### config.mk
export PLATFORM = sky130hd
export DESIGN_NAME = branch_resolve_ras_flat
export DESIGN_NICKNAME = d
export VERILOG_FILES = /design/src/rtl/kgp_branch_pkg.sv /design/src/rtl/branch_resolve_ras_if.sv /design/src/rtl/branch_ras.sv /design/src/rtl/branch_resolve_ras.sv /design/src/flat_wrapper.sv
export SDC_FILE = /design/constraint.sdc
export NUM_CORES = 1
export LEC_CHECK = 0
export ABC_AREA = 1
export BUFFER_PORTS_ARGS = -buffer_cell sky130_fd_sc_hd__buf_2
export CAP_MARGIN = 20
export CORE_MARGIN = 3
export CORE_UTILIZATION = 24
export CTS_CLUSTER_DIAMETER = 80
export DETAILED_ROUTE_END_ITERATION = 16
export PLACE_DENSITY = 0.52
export SLEW_MARGIN = 10
export SYNTH_ARGS = -nofsm -noshare
export SYNTH_HDL_FRONTEND = slang
export SYNTH_SLANG_ARGS = --single-unit
export TNS_END_PERCENT = 30
### constraint.sdc
create_clock -name clk -period 2.55 [get_ports clk]
set_input_delay 0.3825 -clock clk [delete_from_list [all_inputs] [get_ports clk]]
set_output_delay 0.3825 -clock clk [all_outputs]
set_load 0.02 [all_outputs]
### src/rtl/kgp_branch_pkg.sv
// Shared constants for the KGP-RISC branch resolution stage: opcode class,
// branch function codes and the flag-based condition evaluation.
package kgp_branch_pkg;

    localparam logic [2:0] OPC_BRANCH = 3'b011;

    localparam logic [3:0] FC_B    = 4'b0000;
    localparam logic [3:0] FC_BZ   = 4'b0001;
    localparam logic [3:0] FC_BNZ  = 4'b0010;
    localparam logic [3:0] FC_BCY  = 4'b0011;
    localparam logic [3:0] FC_BNCY = 4'b0100;
    localparam logic [3:0] FC_BV   = 4'b0101;
    localparam logic [3:0] FC_BNV  = 4'b0110;
    localparam logic [3:0] FC_BLTZ = 4'b0111;
    localparam logic [3:0] FC_BL   = 4'b1000;
    localparam logic [3:0] FC_BR   = 4'b1001;
    localparam logic [3:0] FC_RET  = 4'b1010;

    // Only the flag-conditional codes are decided here; call/jump/return and
    // reserved codes report not-taken and are handled by the caller.
    function automatic logic cond_taken(input logic [3:0] fc,
                                        input logic c, input logic z,
                                        input logic v, input logic s);
        logic taken;
        taken = 1'b0;
        case (fc)
            FC_B:    taken = 1'b1;
            FC_BZ:   taken = z;
            FC_BNZ:  taken = !z;
            FC_BCY:  taken = c;
            FC_BNCY: taken = !c;
            FC_BV:   taken = v;
            FC_BNV:  taken = !v;
            FC_BLTZ: taken = s;
            default: taken = 1'b0;
        endcase
        return taken;
    endfunction

endpackage

### src/rtl/branch_resolve_ras_if.sv
// Request/response bundle between the execute path and the branch resolver.
interface branch_resolve_ras_if #(
    parameter int PC_W    = 10,
    parameter int LABEL_W = 25,
    parameter int XLEN    = 32
);
    logic               flush;
    logic               in_valid;
    logic [2:0]         opcode;
    logic [3:0]         fcode;
    logic [LABEL_W-1:0] label;
    logic               carryFlag;
    logic               zFlag;
    logic               overflowFlag;
    logic               signFlag;
    logic [PC_W-1:0]    PC;
    logic [XLEN-1:0]    rs_val;
    logic               out_valid;
    logic [PC_W-1:0]    exNPC;
    logic               PCSrc;
    logic [XLEN-1:0]    ra;
    logic               ras_overflow;
    logic               ras_underflow;

    modport master (
        output flush, in_valid, opcode, fcode, label,
               carryFlag, zFlag, overflowFlag, signFlag, PC, rs_val,
        input  out_valid, exNPC, PCSrc, ra, ras_overflow, ras_underflow
    );

    modport slave (
        input  flush, in_valid, opcode, fcode, label,
               carryFlag, zFlag, overflowFlag, signFlag, PC, rs_val,
        output out_valid, exNPC, PCSrc, ra, ras_overflow, ras_underflow
    );
endinterface

### src/rtl/branch_ras.sv
// Circular return-address stack: push when full overwrites the oldest entry,
// pop reads entry[top] combinationally so the caller can register it.
module branch_ras #(
    parameter int RAS_DEPTH = 8,
    parameter int PC_W      = 10
) (
    input  logic            clk,
    input  logic            rst_n,
    input  logic            clear,
    input  logic            push,
    input  logic            pop,
    input  logic [PC_W-1:0] push_data,
    output logic [PC_W-1:0] pop_data,
    output logic            empty,
    output logic            overflow
);
    localparam int AW = $clog2(RAS_DEPTH);

    logic [PC_W-1:0] r_mem [RAS_DEPTH];
    logic [AW-1:0]   r_top;
    logic [AW:0]     r_count;
    logic [AW-1:0]   w_top_inc;
    logic            w_full;

    assign w_top_inc = r_top + 1'b1;
    assign w_full    = (r_count == (AW+1)'(RAS_DEPTH));
    assign empty     = (r_count == '0);
    assign overflow  = push && w_full && !clear;
    assign pop_data  = r_mem[r_top];

    always_ff @(posedge clk or negedge rst_n) begin
        if (!rst_n) begin
            r_top   <= '0;
            r_count <= '0;
        end else if (clear) begin
            r_top   <= '0;
            r_count <= '0;
        end else if (push) begin
            r_top <= w_top_inc;
            if (!w_full) begin
                r_count <= r_count + 1'b1;
            end
        end else if (pop && !empty) begin
            r_top   <= r_top - 1'b1;
            r_count <= r_count - 1'b1;
        end
    end

    // Storage is deliberately not reset; count/top alone define validity.
    always_ff @(posedge clk) begin
        if (push && !clear) begin
            r_mem[w_top_inc] <= push_data;
        end
    end
endmodule

### src/rtl/branch_resolve_ras.sv
// Branch resolution stage: decodes branch class, evaluates conditions, drives
// call/return through the RAS and registers all results with 1-cycle latency.
module branch_resolve_ras
    import kgp_branch_pkg::*;
#(
    parameter int PC_W      = 10,
    parameter int LABEL_W   = 25,
    parameter int XLEN      = 32,
    parameter int RAS_DEPTH = 8
) (
    input  logic                clk,
    input  logic                rst_n,
    branch_resolve_ras_if.slave bus
);
    logic [PC_W-1:0] w_seq;
    logic [PC_W-1:0] w_npc;
    logic [PC_W-1:0] w_pop_data;
    logic [XLEN-1:0] w_ra;
    logic            w_src;
    logic            w_push;
    logic            w_pop;
    logic            w_underflow;
    logic            w_empty;
    logic            w_ras_overflow;
    logic            w_is_branch;
    logic            w_unused_bits;

    logic            r_out_valid;
    logic [PC_W-1:0] r_exnpc;
    logic            r_pcsrc;
    logic [XLEN-1:0] r_ra;
    logic            r_ovf;
    logic            r_unf;

    assign w_seq         = bus.PC + 1'b1;
    assign w_is_branch   = bus.in_valid && !bus.flush && (bus.opcode == OPC_BRANCH);
    assign w_unused_bits = ^{bus.label[LABEL_W-1:PC_W], bus.rs_val[XLEN-1:PC_W]};

    always_comb begin
        w_npc       = w_seq;
        w_src       = 1'b0;
        w_ra        = '0;
        w_push      = 1'b0;
        w_pop       = 1'b0;
        w_underflow = 1'b0;
        if (w_is_branch) begin
            case (bus.fcode)
                FC_BL: begin
                    w_src  = 1'b1;
                    w_npc  = bus.label[PC_W-1:0];
                    w_ra   = {{(XLEN-PC_W){1'b0}}, w_seq};
                    w_push = 1'b1;
                end
                FC_BR: begin
                    w_src = 1'b1;
                    w_npc = bus.rs_val[PC_W-1:0];
                end
                FC_RET: begin
                    w_src = 1'b1;
                    if (w_empty) begin
                        w_npc       = bus.rs_val[PC_W-1:0];
                        w_underflow = 1'b1;
                    end else begin
                        w_npc = w_pop_data;
                        w_pop = 1'b1;
                    end
                end
                default: begin
                    if (cond_taken(bus.fcode, bus.carryFlag, bus.zFlag,
                                   bus.overflowFlag, bus.signFlag)) begin
                        w_src = 1'b1;
                        w_npc = bus.label[PC_W-1:0];
                    end
                end
            endcase
        end
    end

    branch_ras #(
        .RAS_DEPTH (RAS_DEPTH),
        .PC_W      (PC_W)
    ) u_ras (
        .clk       (clk),
        .rst_n     (rst_n),
        .clear     (bus.flush),
        .push      (w_push),
        .pop       (w_pop),
        .push_data (w_seq),
        .pop_data  (w_pop_data),
        .empty     (w_empty),
        .overflow  (w_ras_overflow)
    );

    // Idle cycles hold exNPC/ra/PCSrc; only valid and the pulses drop.
    always_ff @(posedge clk or negedge rst_n) begin
        if (!rst_n) begin
            r_out_valid <= 1'b0;
            r_exnpc     <= '0;
            r_pcsrc     <= 1'b0;
            r_ra        <= '0;
            r_ovf       <= 1'b0;
            r_unf       <= 1'b0;
        end else if (bus.flush) begin
            r_out_valid <= 1'b0;
            r_pcsrc     <= 1'b0;
            r_ovf       <= 1'b0;
            r_unf       <= 1'b0;
        end else if (bus.in_valid) begin
            r_out_valid <= 1'b1;
            r_exnpc     <= w_npc;
            r_pcsrc     <= w_src;
            r_ra        <= w_ra;
            r_ovf       <= w_ras_overflow;
            r_unf       <= w_underflow;
        end else begin
            r_out_valid <= 1'b0;
            r_ovf       <= 1'b0;
            r_unf       <= 1'b0;
        end
    end

    assign bus.out_valid     = r_out_valid;
    assign bus.exNPC         = r_exnpc;
    assign bus.PCSrc         = r_pcsrc;
    assign bus.ra            = r_ra;
    assign bus.ras_overflow  = r_ovf;
    assign bus.ras_underflow = r_unf;
endmodule

### src/flat_wrapper.sv
// flat-port wrapper written by rule: the top's interface ports become plain ports
module branch_resolve_ras_flat import kgp_branch_pkg::*;
#(
    parameter int PC_W      = 10,
    parameter int LABEL_W   = 25,
    parameter int XLEN      = 32,
    parameter int RAS_DEPTH = 8
)
  (clk, rst_n, bus_flush, bus_in_valid, bus_opcode, bus_fcode, bus_label, bus_carryFlag, bus_zFlag, bus_overflowFlag, bus_signFlag, bus_PC, bus_rs_val, bus_out_valid, bus_exNPC, bus_PCSrc, bus_ra, bus_ras_overflow, bus_ras_underflow);
  branch_resolve_ras_if #(.PC_W(PC_W), .LABEL_W(LABEL_W), .XLEN(XLEN)) bus_i ();
  input  logic clk;
  input  logic rst_n;
  input wire logic [$bits(bus_i.flush)-1:0] bus_flush;
  input wire logic [$bits(bus_i.in_valid)-1:0] bus_in_valid;
  input wire logic [$bits(bus_i.opcode)-1:0] bus_opcode;
  input wire logic [$bits(bus_i.fcode)-1:0] bus_fcode;
  input wire logic [$bits(bus_i.label)-1:0] bus_label;
  input wire logic [$bits(bus_i.carryFlag)-1:0] bus_carryFlag;
  input wire logic [$bits(bus_i.zFlag)-1:0] bus_zFlag;
  input wire logic [$bits(bus_i.overflowFlag)-1:0] bus_overflowFlag;
  input wire logic [$bits(bus_i.signFlag)-1:0] bus_signFlag;
  input wire logic [$bits(bus_i.PC)-1:0] bus_PC;
  input wire logic [$bits(bus_i.rs_val)-1:0] bus_rs_val;
  output wire logic [$bits(bus_i.out_valid)-1:0] bus_out_valid;
  output wire logic [$bits(bus_i.exNPC)-1:0] bus_exNPC;
  output wire logic [$bits(bus_i.PCSrc)-1:0] bus_PCSrc;
  output wire logic [$bits(bus_i.ra)-1:0] bus_ra;
  output wire logic [$bits(bus_i.ras_overflow)-1:0] bus_ras_overflow;
  output wire logic [$bits(bus_i.ras_underflow)-1:0] bus_ras_underflow;
  assign bus_i.flush = bus_flush;
  assign bus_i.in_valid = bus_in_valid;
  assign bus_i.opcode = bus_opcode;
  assign bus_i.fcode = bus_fcode;
  assign bus_i.label = bus_label;
  assign bus_i.carryFlag = bus_carryFlag;
  assign bus_i.zFlag = bus_zFlag;
  assign bus_i.overflowFlag = bus_overflowFlag;
  assign bus_i.signFlag = bus_signFlag;
  assign bus_i.PC = bus_PC;
  assign bus_i.rs_val = bus_rs_val;
  assign bus_out_valid = bus_i.out_valid;
  assign bus_exNPC = bus_i.exNPC;
  assign bus_PCSrc = bus_i.PCSrc;
  assign bus_ra = bus_i.ra;
  assign bus_ras_overflow = bus_i.ras_overflow;
  assign bus_ras_underflow = bus_i.ras_underflow;
  branch_resolve_ras #(.PC_W(PC_W), .LABEL_W(LABEL_W), .XLEN(XLEN), .RAS_DEPTH(RAS_DEPTH)) u_core (.clk(clk), .rst_n(rst_n), .bus(bus_i));
endmodule
==> summary.md, run 1 <==
| Metric | Value |
|---|---|
| Post-cts repair resize count | 0 |
| Root Buffer | clkbuf_16 |
| Setup crit end kind | flop |
| Max clock buf depth | 2 |
| CTS tree | done |
| GP Congestion | 0.796 |
| Die Y | 159 µm |
| Critical Setup Path Class | flop to flop |
| Dpl ws | 0.452 ns |
| IO buf count | 68 |
| Placement row count | 55 |
| Initial antenna violation count | 0 |
| Syn avg cell area | 9.00 µm² |
| Post-cts hold buffer count | 0 |
| Slew headroom | 33.9% |
| Fraction of layout cells with a size suffix above 1 | 20.6% |
| P per Cell Area | 620 mW/mm² |
| Horiz. Die Dim | 159 µm |
| Worst VDD drop | 495 µV |
| Routed vias | 4296 |
| HPWL Detailed | 10200 µm |
| Global route overflow | 0 |
| Setup tns final | 0 ns |
| Setup WS post-layout | 0.623 ns |
| Slowest CP cell | dfrtp_1 |
| Final Cycle Share | 75.6% |
| Leak Pwr | 3.07 nW |
| Fin nets | 801 |
| First-pass GRT wire length | 22500 µm |
| Post-synthesis sequential area ratio | 56.4% |
| Share of the synthesized area in the top cell type | 42.6% |
| Distinct cells, synth | 35 |
| Worst EP required | 2.63 ns |
| Non-Filler Instances | 1032 |
| Routed wire length | 14500 µm |
| Number of synthesized register bits | 111 |
| Status | complete, no violations |
| Clock transition at path regs | 0.08 ns |
| Antenna cells | 0 |
| Netlist Area Pre-Place | 0.00564 mm² |
| DRC viols | 0 |
| Worst-path cell chain | inv_2 -> ha_1 -> inv_1 -> nand2_1 -> nor2_1 -> buf_4 |
| Max Clk Rate | 0.519 GHz |
| Placed cells | 1016 |
| RSZ-0062 raised after global routing | no |
| Iter 0 DRT Violations | 288 |
| Clock Skews | 0.0127 ns |
| Number of CTS-inserted buffers | 9 |
| WL/cell | 14.0 µm |
| First-pass DRT Iterations | 5 |
| CP Max Fanout | 18 |
| Total GRT Usage | 11.5% |
| Slew Viols, Final | 0 |
| Initial Util | 24.7% |
| Mapped Cells | 626 |
| Via density | 4.16 |
| Number of H-tree levels | 3 |
| Fin. Hold Viols | 0 |
| WP data arrival | 2.01 ns |
| Synth Warn # | 0 |
| Top-Level Pins | 128 |
| Utilization after layout | 29.2% |
| Worst setup SP type | flop |
| Worst-Skew Late Latency | 0.37 ns |
| Number of max-cap violations | 0 |
| Die area | 0.0254 mm² |
| Vias in the first global route | 4109 |
| Synth area leaders | edfxtp_1, dfrtp_1, nand2_1 |
| CTS sink count | 111 |
| Setup bufs post-CTS | 0 |
| Time the worst path needs with I/O delays and setup | 1.93 ns |
| Largest net degree at the start of global routing | 32 |
| CORE AREA | 0.0228 mm² |
| Min-Delay Path Class | input port to async pin |
| Worst-Margin Slew | 0.984 ns |
| Largest area contributor in the netlist | edfxtp_1 |
| Setup violators final | 0 |
| Antenna-violating nets left | 0 |
| Max incr delay on CP | 0.41 ns |
| Final Power | 4.14 mW |
| Area grow syn2layout | 18.5% |
[cell type report]
cell class,count,area (µm²)
Tap cell,313,392
Clock inverter,7,57.6
Fill cell,2441,16200
Sequential cell,111,3180
Inverter,78,295
Timing Repair Buffer,98,566
Clock buffer,9,225
Multi-Input combinational cell,416,1960
[critical path: cells and delay by family, from the launching register on]
family                     cells  cell delay [ns]
and+or+nand+nor                2             0.27
buffers and inverters          3             0.62
adders and majority gates      1             0.35
DFF                            1             0.41
[registers in the layout, indices dropped and copies added, names as in the netlist]
register / count
u_core.bus.ras_underflow: 1
u_core.u_ras.r_count: 4
u_core.bus.ra: 10
u_core.u_ras.r_top: 3
u_core.bus.out_valid: 1
u_core.bus.exNPC: 10
u_core.bus.ras_overflow: 1
u_core.u_ras.r_mem: 80
u_core.bus.PCSrc: 1
[report_power, final]
| group | leakage [nW] | total [mW] | internal, mW | switching, mW |
|---|---|---|---|---|
| sequential | 1.12 | 2.03 | 1.99 | 0.0403 |
| clock | 0.134 | 1.37 | 0.675 | 0.692 |
| combinational | 1.81 | 0.745 | 0.235 | 0.510 |
| total | 3.07 | 4.14 | 2.90 | 1.24 |
[metrics by stage]
stage               hold slack (ns)  instance area, µm²
finish                       0.0721                6680
global route                  0.117                6680
CTS                          0.0952                6680
detailed placement            0.466                6390
global placement              0.463                6390
floorplan                    0.0869                5710
[cells in the mapped netlist]
master,instances
nor4_2,1
a21oi_2,5
nand3b_1,3
nand2_2,6
xnor2_1,1
xor2_1,9
nand4_1,2
a22o_1,2
o2111ai_1,1
nand3_2,2
inv_1,71
o22ai_2,1
nor2_1,55
inv_4,1
o211ai_1,4
nand3_1,58
nand2_4,2
ha_1,5
conb_1,1
nor3_1,2
buf_4,25
nand2_1,182
edfxtp_1,80
o21ai_1,4
or2_2,2
nor2_8,1
clkbuf_1,2
a21oi_1,6
nor2_4,2
nor2_2,5
dfrtp_1,31
buf_2,14
inv_2,6
buf_6,1
o21ai_0,33
[final timing paths]
kind / start / end / slack (ns) / depth (start not counted)
setup / recovery: u_core.u_ras.r_top[1] / u_core.u_ras.r_mem[1][7] / 0.62 / 6
max in group asynchronous: rst_n / u_core.bus.ra[2] / 2.00 / 1
hold / removal: rst_n / u_core.bus.exNPC[5] / 0.07 / 1
hold reg to reg: u_core.bus.ra[8] / u_core.bus.ra[8] / 0.49 / 2
setup reg to reg: u_core.u_ras.r_top[1] / u_core.u_ras.r_mem[1][7] / 0.62 / 6
min in group clk: bus_in_valid / u_core.bus.PCSrc / 0.28 / 4
[placed cells by master (no fill, tap or decap), types with 2 or more instances in the layout]
| master | count |
|---|---|
| nand3_2 | 2 |
| xor2_1 | 9 |
| nand3_1 | 58 |
| clkinv_4 | 2 |
| conb_1 | 22 |
| nand4_1 | 2 |
| nor2_4 | 2 |
| clkbuf_16 | 9 |
| a21oi_1 | 6 |
| o211ai_1 | 4 |
| nor3_1 | 2 |
| or2_2 | 2 |
| nand3b_1 | 3 |
| nand2_1 | 182 |
| nand2_4 | 2 |
| inv_2 | 6 |
| clkinvlp_4 | 2 |
| a21oi_2 | 5 |
| o21ai_1 | 4 |
| nor2_1 | 55 |
| o21ai_0 | 33 |
| buf_4 | 30 |
| edfxtp_1 | 80 |
| buf_2 | 68 |
| nand2_2 | 6 |
| ha_1 | 5 |
| inv_1 | 71 |
| dfrtp_1 | 31 |
| nor2_2 | 5 |
| a22o_1 | 2 |
[layer usage]
layer,vias to the layer above,track usage (%),wire [µm]
met1,2033,15.6,6790
met3,16,2.76,754
met4,0,3.02,184
li1,2149,-,-
met2,98,18.6,6730
met5,-,0,0
[cell families after synthesis]
| logic type | share of synthesized area (%) |
|---|---|
| simple gates | 24.9 |
| fa+ha+maj | 1.11 |
| buf+inv | 10.1 |
| compound gates | 5.82 |
| other cells | 0.0665 |
| flops | 56.4 |
| xor+xnor | 1.55 |
Power figures use the tool's default switching activity.
==> run 2: changes to the inputs <==
==> constraint.sdc (replaced) <==
create_clock -name clk -period 1.85 [get_ports clk]
set_input_delay 0.2775 -clock clk [delete_from_list [all_inputs] [get_ports clk]]
set_output_delay 0.2775 -clock clk [all_outputs]
set_load 0.02 [all_outputs]
==> run 2 against run 1 <==
Via count rose by 2.3%. Register-to-register slack got worse by 0.53 ns. Worst hold slack improved by 0.11 ns. Highest routed layer unchanged. Sequential power grew 38%. Fmax grew 9.9%. Flip-flop and latch count unchanged. First-iteration DRC count decreased by 20%. Clock-buffer cell count stayed put. Critical path depth grew 2.
==> summary.md, run 2 (synthesis results as in run 1) <==
| Metric | Value |
|---|---|
| CTS tree | done (unchanged) |
| Number of flip-flops under the largest register name | 80 (unchanged) |
| WHS Endpoint | u_core.bus.PCSrc |
| First-pass GRT wire length | 22900 µm (was 22500 µm) |
| Worst-Skew Late Latency | 0.36 ns (was 0.37 ns) |
| WL/cell | 13.7 µm (was 14.0 µm) |
| Root Buffer | clkbuf_16 (unchanged) |
| Worst setup SP type | flop (unchanged) |
| Largest net degree at the start of global routing | 43 (was 32) |
| Global route overflow | 0 (unchanged) |
| DRC viols | 0 (unchanged) |
| Commonest non-fill, non-tap cells in the layout | nand2_1, edfxtp_1, inv_1 (unchanged) |
| Area grow syn2layout | 24.9% (was 18.5%) |
| P per Cell Area | 858 mW/mm² (was 620 mW/mm²) |
| GP Congestion | 0.800 (was 0.796) |
| Worst EP required | 1.97 ns (was 2.63 ns) |
| Fin nets | 827 (was 801) |
| WP data arrival | 1.87 ns (was 2.01 ns) |
| Setup violators final | 0 (unchanged) |
| Iter 0 DRT Violations | 230 (was 288) |
| RSZ-0062 raised after global routing | yes (was no) |
| Register with the most flip-flops | u_core.u_ras.r_mem (unchanged) |
| Max clock buf depth | 2 (unchanged) |
| Placed cells | 1040 (was 1016) |
| Clock Skews | 0.00884 ns (was 0.0127 ns) |
| Antenna cells | 0 (unchanged) |
| Commonest non-fill, non-tap cell in the layout | nand2_1 (unchanged) |
| HPWL Detailed | 10500 µm (was 10200 µm) |
| First-pass DRT Iterations | 4 (was 5) |
| CORE AREA | 0.0228 mm² (unchanged) |
| Clock transition at path regs | 0.07 ns (was 0.08 ns) |
| Non-Filler Instances | 1058 (was 1032) |
| Worst-Margin Slew | 0.956 ns (was 0.984 ns) |
| Critical Setup Path Class | flop to flop (unchanged) |
| CP Max Fanout | 6 (was 18) |
| Final Cycle Share | 94.8% (was 75.6%) |
| Die Y | 159 µm (unchanged) |
| Total GRT Usage | 11.6% (was 11.5%) |
| Routed wire length | 14500 µm (about the same) |
| Min-Delay Path Class | input port to flop (was input port to async pin) |
| Dpl ws | -0.0909 ns (was 0.452 ns) |
| Initial antenna violation count | 0 (unchanged) |
| Number of CTS-inserted buffers | 9 (unchanged) |
| Fillers | 2430 (was 2441) |
| Horiz. Die Dim | 159 µm (unchanged) |
| Die area | 0.0254 mm² (unchanged) |
| Min-delay src | bus_in_valid |
| Worst R2R End | u_core.u_ras.r_mem[6][5] (was u_core.u_ras.r_mem[1][7]) |
| Fraction of layout cells with a size suffix above 1 | 24.3% (was 20.6%) |
| Slew headroom | 35.8% (was 33.9%) |
| Fin. Hold Viols | 0 (unchanged) |
| Worst VDD drop | 458 µV (was 495 µV) |
| Top-Level Pins | 128 (unchanged) |
| Worst reg2reg path depth | 8 (was 6) |
| Area post-placement | 0.00663 mm² (was 0.00639 mm²) |
| Number of max-cap violations | 0 (unchanged) |
| Antenna-violating nets left | 0 (unchanged) |
| Multi-input combinational cell area | 0.00202 mm² (was 0.00196 mm²) |
| Hold path depth | 4 |
| IO buf count | 68 (unchanged) |
| Fin Hold WS | 0.181 ns (was 0.0721 ns) |
| Time the worst path needs with I/O delays and setup | 1.75 ns (was 1.93 ns) |
| Via density | 4.16 (about the same) |
| Register area | 0.00318 mm² (about the same) |
| Setup WS post-layout | 0.0965 ns (was 0.623 ns) |
| Initial Util | 24.7% (unchanged) |
| Setup crit end kind | flop (unchanged) |
| Number of H-tree levels | 3 (unchanged) |
| Routed vias | 4396 (was 4296) |
| Status | complete, no violations (unchanged) |
| FF-to-FF Start | u_core.u_ras.r_top[0] (was u_core.u_ras.r_top[1]) |
| CTS sink count | 111 (unchanged) |
| Placement row count | 55 (unchanged) |
| Final Instance Area | 0.00704 mm² (was 0.00668 mm²) |
| Vias in the first global route | 4265 (was 4109) |
| Leak Pwr | 3.23 nW (was 3.07 nW) |
| Reg2reg setup slack | 0.1 ns (was 0.62 ns) |
| Slew Viols, Final | 0 (unchanged) |
| Max Clk Rate | 0.570 GHz (was 0.519 GHz) |
==> run 2: changes by cell type in the layout (fill, tap and decap cells not counted), sizes merged <==
cell and delta:
bufinv +2, dlygate4sd3 +1, clkinvlp -2, buf +25, clkinv +1, inv -1
==> run 2: power by group <==
group	internal [mW]	switching [mW]
Clock	1.19	0.906
Combinational	0.404	0.741
Sequential	2.74	0.0519
==> run 2: critical path, stage by stage, from the launching register on <==
cell and delay [ns]:
dfrtp_1 0.43, ha_1 0.22, or2_2 0.28, nand2_2 0.08, inv_1 0.06, buf_4 0.13
nand2_1 0.06, nor2_1 0.06, buf_4 0.18
==> run 2: timing repair <==
| item | in CTS | in global routing |
|---|---|---|
| hold endpoints to repair | 31 | 0 |
| endpoints found under the setup margin | 10 | 63 |
| gates cloned | 0 | 0 |
| buffers inserted | 0 | 1 |
| resized for setup | 1 | 16 |
| pin swaps | 0 | 1 |
| hold buffers | 1 | 0 |
==> run 2: final cells by class <==
| class | instances | area share (%) |
|---|---|---|
| flip-flops and latches | 111 | 45.2 |
| multi-input cells | 416 | 28.7 |
| repair buffers | 124 | 11.8 |
| well taps | 313 | 5.57 |
| inverters | 78 | 4.20 |
| clock buffers | 9 | 3.20 |
| clock inverters | 7 | 1.37 |
==> run 2: how the worst max path moves through the flow <==
stage          slack [ns]  cells after the start                  start                  endpoint
6_report              0.1                      8  u_core.u_ras.r_top[0]  u_core.u_ras.r_mem[6][5]
5_1_grt            -0.004                     13  u_core.u_ras.r_top[0]       u_core.bus.exNPC[6]
4_1_cts              0.01                      7  u_core.u_ras.r_top[1]  u_core.u_ras.r_mem[4][1]
3_5_place_dp        -0.09                      9              bus_PC[3]       u_core.bus.exNPC[9]
3_3_place_gp        -0.07                      9              bus_PC[4]       u_core.bus.exNPC[9]
2_1_floorplan       -0.09                      6  u_core.u_ras.r_top[1]  u_core.u_ras.r_mem[2][0]
==> run 2: layer usage <==
layer	GRT usage, %	vias up	wire length (µm)
met5	0	-	0
met4	4.26	0	354
met3	2.81	25	762
met2	18.5	109	6800
met1	15.4	2059	6550
li1	-	2203	-
==> run 2: through the flow <==
| stage | power, mW | util, % | setup TNS, ns |
|---|---|---|---|
| final | 6.04 | 30.8 | 0 |
| after global routing | 6.33 | 30.8 | -0.00386 |
| after CTS | 6.08 | 30.5 | 0 |
| after detailed placement | 3.97 | 29.0 | -1.24 |
| after global placement | 3.97 | 29.0 | -0.769 |
| after floorplan | 3.58 | - | -4.10 |
==> run 3: changes to the inputs <==
--- a/config.mk
+++ b/config.mk
@@ -8,7 +8,6 @@
 export ABC_AREA = 1
 export BUFFER_PORTS_ARGS = -buffer_cell sky130_fd_sc_hd__buf_2
 export CAP_MARGIN = 20
-export CORE_MARGIN = 3
 export CORE_UTILIZATION = 24
 export CTS_CLUSTER_DIAMETER = 80
 export DETAILED_ROUTE_END_ITERATION = 16
==> constraint.sdc (replaced) <==
create_clock -name clk -period 1.9 [get_ports clk]
set_input_delay 0.285 -clock clk [delete_from_list [all_inputs] [get_ports clk]]
set_output_delay 0.285 -clock clk [all_outputs]
set_load 0.02 [all_outputs]
==> run 3 against run 2 <==
The flow now finishes with violations (negative hold slack). Die area fell by 5.0%. Worst setup slack got worse by 0.0025 ns. Clock-buffer cell count did not move. Cell area fell by 3.6%. Critical path type unchanged.
==> summary.md, run 3 (synthesis results as in run 1) <==
| Metric | Value |
|---|---|
| Placed cells | 1026 (was 1040) |
| Antenna-violating nets left | 0 (unchanged) |
| Final Cycle Share | 95.1% (was 94.8%) |
| Fin Hold WS | -0.0131 ns (was 0.181 ns) |
| Max clock buf depth | 2 (unchanged) |
| Time the worst path needs with I/O delays and setup | 1.81 ns (was 1.75 ns) |
| Worst VDD drop | 425 µV (was 458 µV) |
| Setup violators final | 0 (unchanged) |
| Worst-path cell chain | ha_1 -> or2_2 -> nand2_1 -> nand2_1 -> nor2_1 -> buf_4 (was ha_1 -> or2_2 -> nand2_2 -> inv_1 -> buf_4 -> nand2_1 -> nor2_1 -> buf_4) |
| Slew Viols, Final | 0 (unchanged) |
| HPWL Detailed | 10200 µm (was 10500 µm) |
| Commonest non-fill, non-tap cells in the layout | nand2_1, edfxtp_1, inv_1 (unchanged) |
| Number of flip-flops under the largest register name | 80 (unchanged) |
| Slew headroom | 40.6% (was 35.8%) |
| Worst EP required | 1.96 ns (was 1.97 ns) |
| IO buf count | 68 (unchanged) |
| Fillers | 2465 (was 2430) |
| Clock Skews | 0.0106 ns (was 0.00884 ns) |
| CP Max Fanout | 7 (was 6) |
| Total GRT Usage | 12.3% (was 11.6%) |
| Max incr delay on CP | 0.45 ns (was 0.43 ns) |
| Setup tns final | 0 ns (unchanged) |
| Antenna cells | 0 (unchanged) |
| Routed vias | 4332 (was 4396) |
| CP most frequent cell | nand2_1 (was buf_4) |
| Die area | 0.0241 mm² (was 0.0254 mm²) |
| Int Power | 3.90 mW (was 4.34 mW) |
| Slowest CP cell | dfrtp_2 (was dfrtp_1) |
| Placement row count | 55 (unchanged) |
| GP Congestion | 0.821 (was 0.800) |
| Initial Util | 24.7% (unchanged) |
| Clock transition at path regs | 0.08 ns (was 0.07 ns) |
| Combinational power share | 18.5% (was 19.0%) |
| Area grow syn2layout | 20.3% (was 24.9%) |
| RSZ-0062 raised after global routing | no (was yes) |
| Setup bufs post-CTS | 0 (unchanged) |
| First-pass GRT wire length | 22200 µm (was 22900 µm) |
| CTS tree | done (unchanged) |
| Initial antenna violation count | 0 (unchanged) |
| Commonest non-fill, non-tap cell in the layout | nand2_1 (unchanged) |
| Global route overflow | 0 (unchanged) |
| Status | finished with violations (was complete, no violations) |
| First-pass DRT Iterations | 4 (unchanged) |
| Final Power | 5.54 mW (was 6.04 mW) |
| WL/cell | 13.9 µm (was 13.7 µm) |
| Worst setup SP type | flop (unchanged) |
| Worst-Skew Late Latency | 0.36 ns (about the same) |
| Vias in the first global route | 4068 (was 4265) |
| Iter 0 DRT Violations | 290 (was 230) |
| Fin nets | 811 (was 827) |
| Register with the most flip-flops | u_core.u_ras.r_mem (unchanged) |
| CTS sink count | 111 (unchanged) |
| Number of H-tree levels | 3 (unchanged) |
| Largest net degree at the start of global routing | 32 (was 43) |
| Die Y | 155 µm (was 159 µm) |
| Sequential Power Share | 49.2% (was 46.3%) |
| Number of CTS-inserted buffers | 9 (unchanged) |
| Setup crit end kind | flop (unchanged) |
| Non-Filler Instances | 1041 (was 1058) |
| Max Clk Rate | 0.554 GHz (was 0.570 GHz) |
| Min-Delay Path Class | input port to async pin (was input port to flop) |
| Net Sw Frac | 29.5% (was 28.1%) |
| Top-Level Pins | 128 (unchanged) |
| Clk pwr share | 32.3% (was 34.7%) |
| Worst-Margin Slew | 0.884 ns (was 0.956 ns) |
| Sw power | 1.63 mW (was 1.70 mW) |
| Critical Setup Path Class | flop to flop (unchanged) |
| DRC viols | 0 (unchanged) |
| Routed wire length | 14500 µm (about the same) |
| Fin. Hold Viols | 15 (was 0) |
| Post-cts hold buffer count | 0 (was 1) |
| Via density | 4.16 (about the same) |
| Fraction of layout cells with a size suffix above 1 | 21.6% (was 24.3%) |
| Failing checks | negative hold slack |
| P per Cell Area | 817 mW/mm² (was 858 mW/mm²) |
| Root Buffer | clkbuf_16 (unchanged) |
| CORE AREA | 0.0228 mm² (unchanged) |
| Horiz. Die Dim | 155 µm (was 159 µm) |
| WP data arrival | 1.87 ns (about the same) |
| Leak Pwr | 3.12 nW (was 3.23 nW) |
| Number of max-cap violations | 0 (unchanged) |
## run 3: cell count changes in the layout (fill, tap and decap cells not counted), sizes merged
cell	previous run	this run
buf	123	108
bufinv	2	0
clkinvlp	0	2
clkinv	4	3
dlygate4sd3	1	0
## run 3: worst max-delay path, delay by kind of cell, from the launching register on
kind	cells	cell delay, ns
fa+ha+maj	1	0.22
buf+inv	1	0.22
flops	1	0.45
simple gates	4	0.62
## run 3: power by group through the flow
| stage | clock network, mW | registers [mW] | logic [mW] |
|---|---|---|---|
| after floorplan | 0 | 2.80 | 0.668 |
| after global placement | 0 | 2.78 | 1.02 |
| after detailed placement | 0 | 2.78 | 1.03 |
| after CTS | 1.83 | 2.73 | 1.03 |
| after global routing | 1.92 | 2.73 | 1.14 |
| final | 1.79 | 2.73 | 1.02 |
## run 3: cell type report
cell class	count	area [µm²]	share of cell area (%)
Clock buffer	9	225	3.32
Clock inverter	6	47.5	0.701
Inverter	78	295	4.35
Multi-Input combinational cell	416	1960	29.0
Sequential cell	111	3180	46.9
Tap cell	313	392	5.77
Timing Repair Buffer	108	678	10.0
## run 3: per-layer routing
layer  track usage [%]  vias up  part of all wire, %
li1                  -     2169                    -
met1              16.4     2066                   48
met2              20.2       84                   48
met3              1.42       13                  2.5
met4              5.46        0                  1.5
met5                 0        -                    0
## run 3: worst paths after layout
check,start,slack (ns),end,cells past startpoint
max,u_core.u_ras.r_top[0],0.09,u_core.u_ras.r_mem[1][4],6
min,rst_n,-0.01,u_core.bus.exNPC[4],1
max reg2reg,u_core.u_ras.r_top[0],0.09,u_core.u_ras.r_mem[1][4],6
min reg2reg,u_core.bus.exNPC[7],0.49,u_core.bus.exNPC[7],2
max in group asynchronous,rst_n,1.39,u_core.u_ras.r_top[0],1
min in group clk,bus_in_valid,0.21,u_core.bus.PCSrc,4
## run 3: repair_timing
action | in CTS | in global routing
resized for setup | 0 | 1
endpoints found under the hold margin | 0 | 0
endpoints found under the setup margin | 0 | 14
## run 3: metrics by stage
| stage | setup slack [ns] | area (µm²) | util, % |
|---|---|---|---|
| global placement | 0.0425 | 6510 | 28.5 |
| finish | 0.0940 | 6780 | 29.7 |
| CTS | 0.0600 | 6780 | 29.7 |
| global route | 0.0157 | 6780 | 29.7 |
| detailed placement | -0.0170 | 6510 | 28.5 |
| floorplan | -0.128 | 5710 | - |
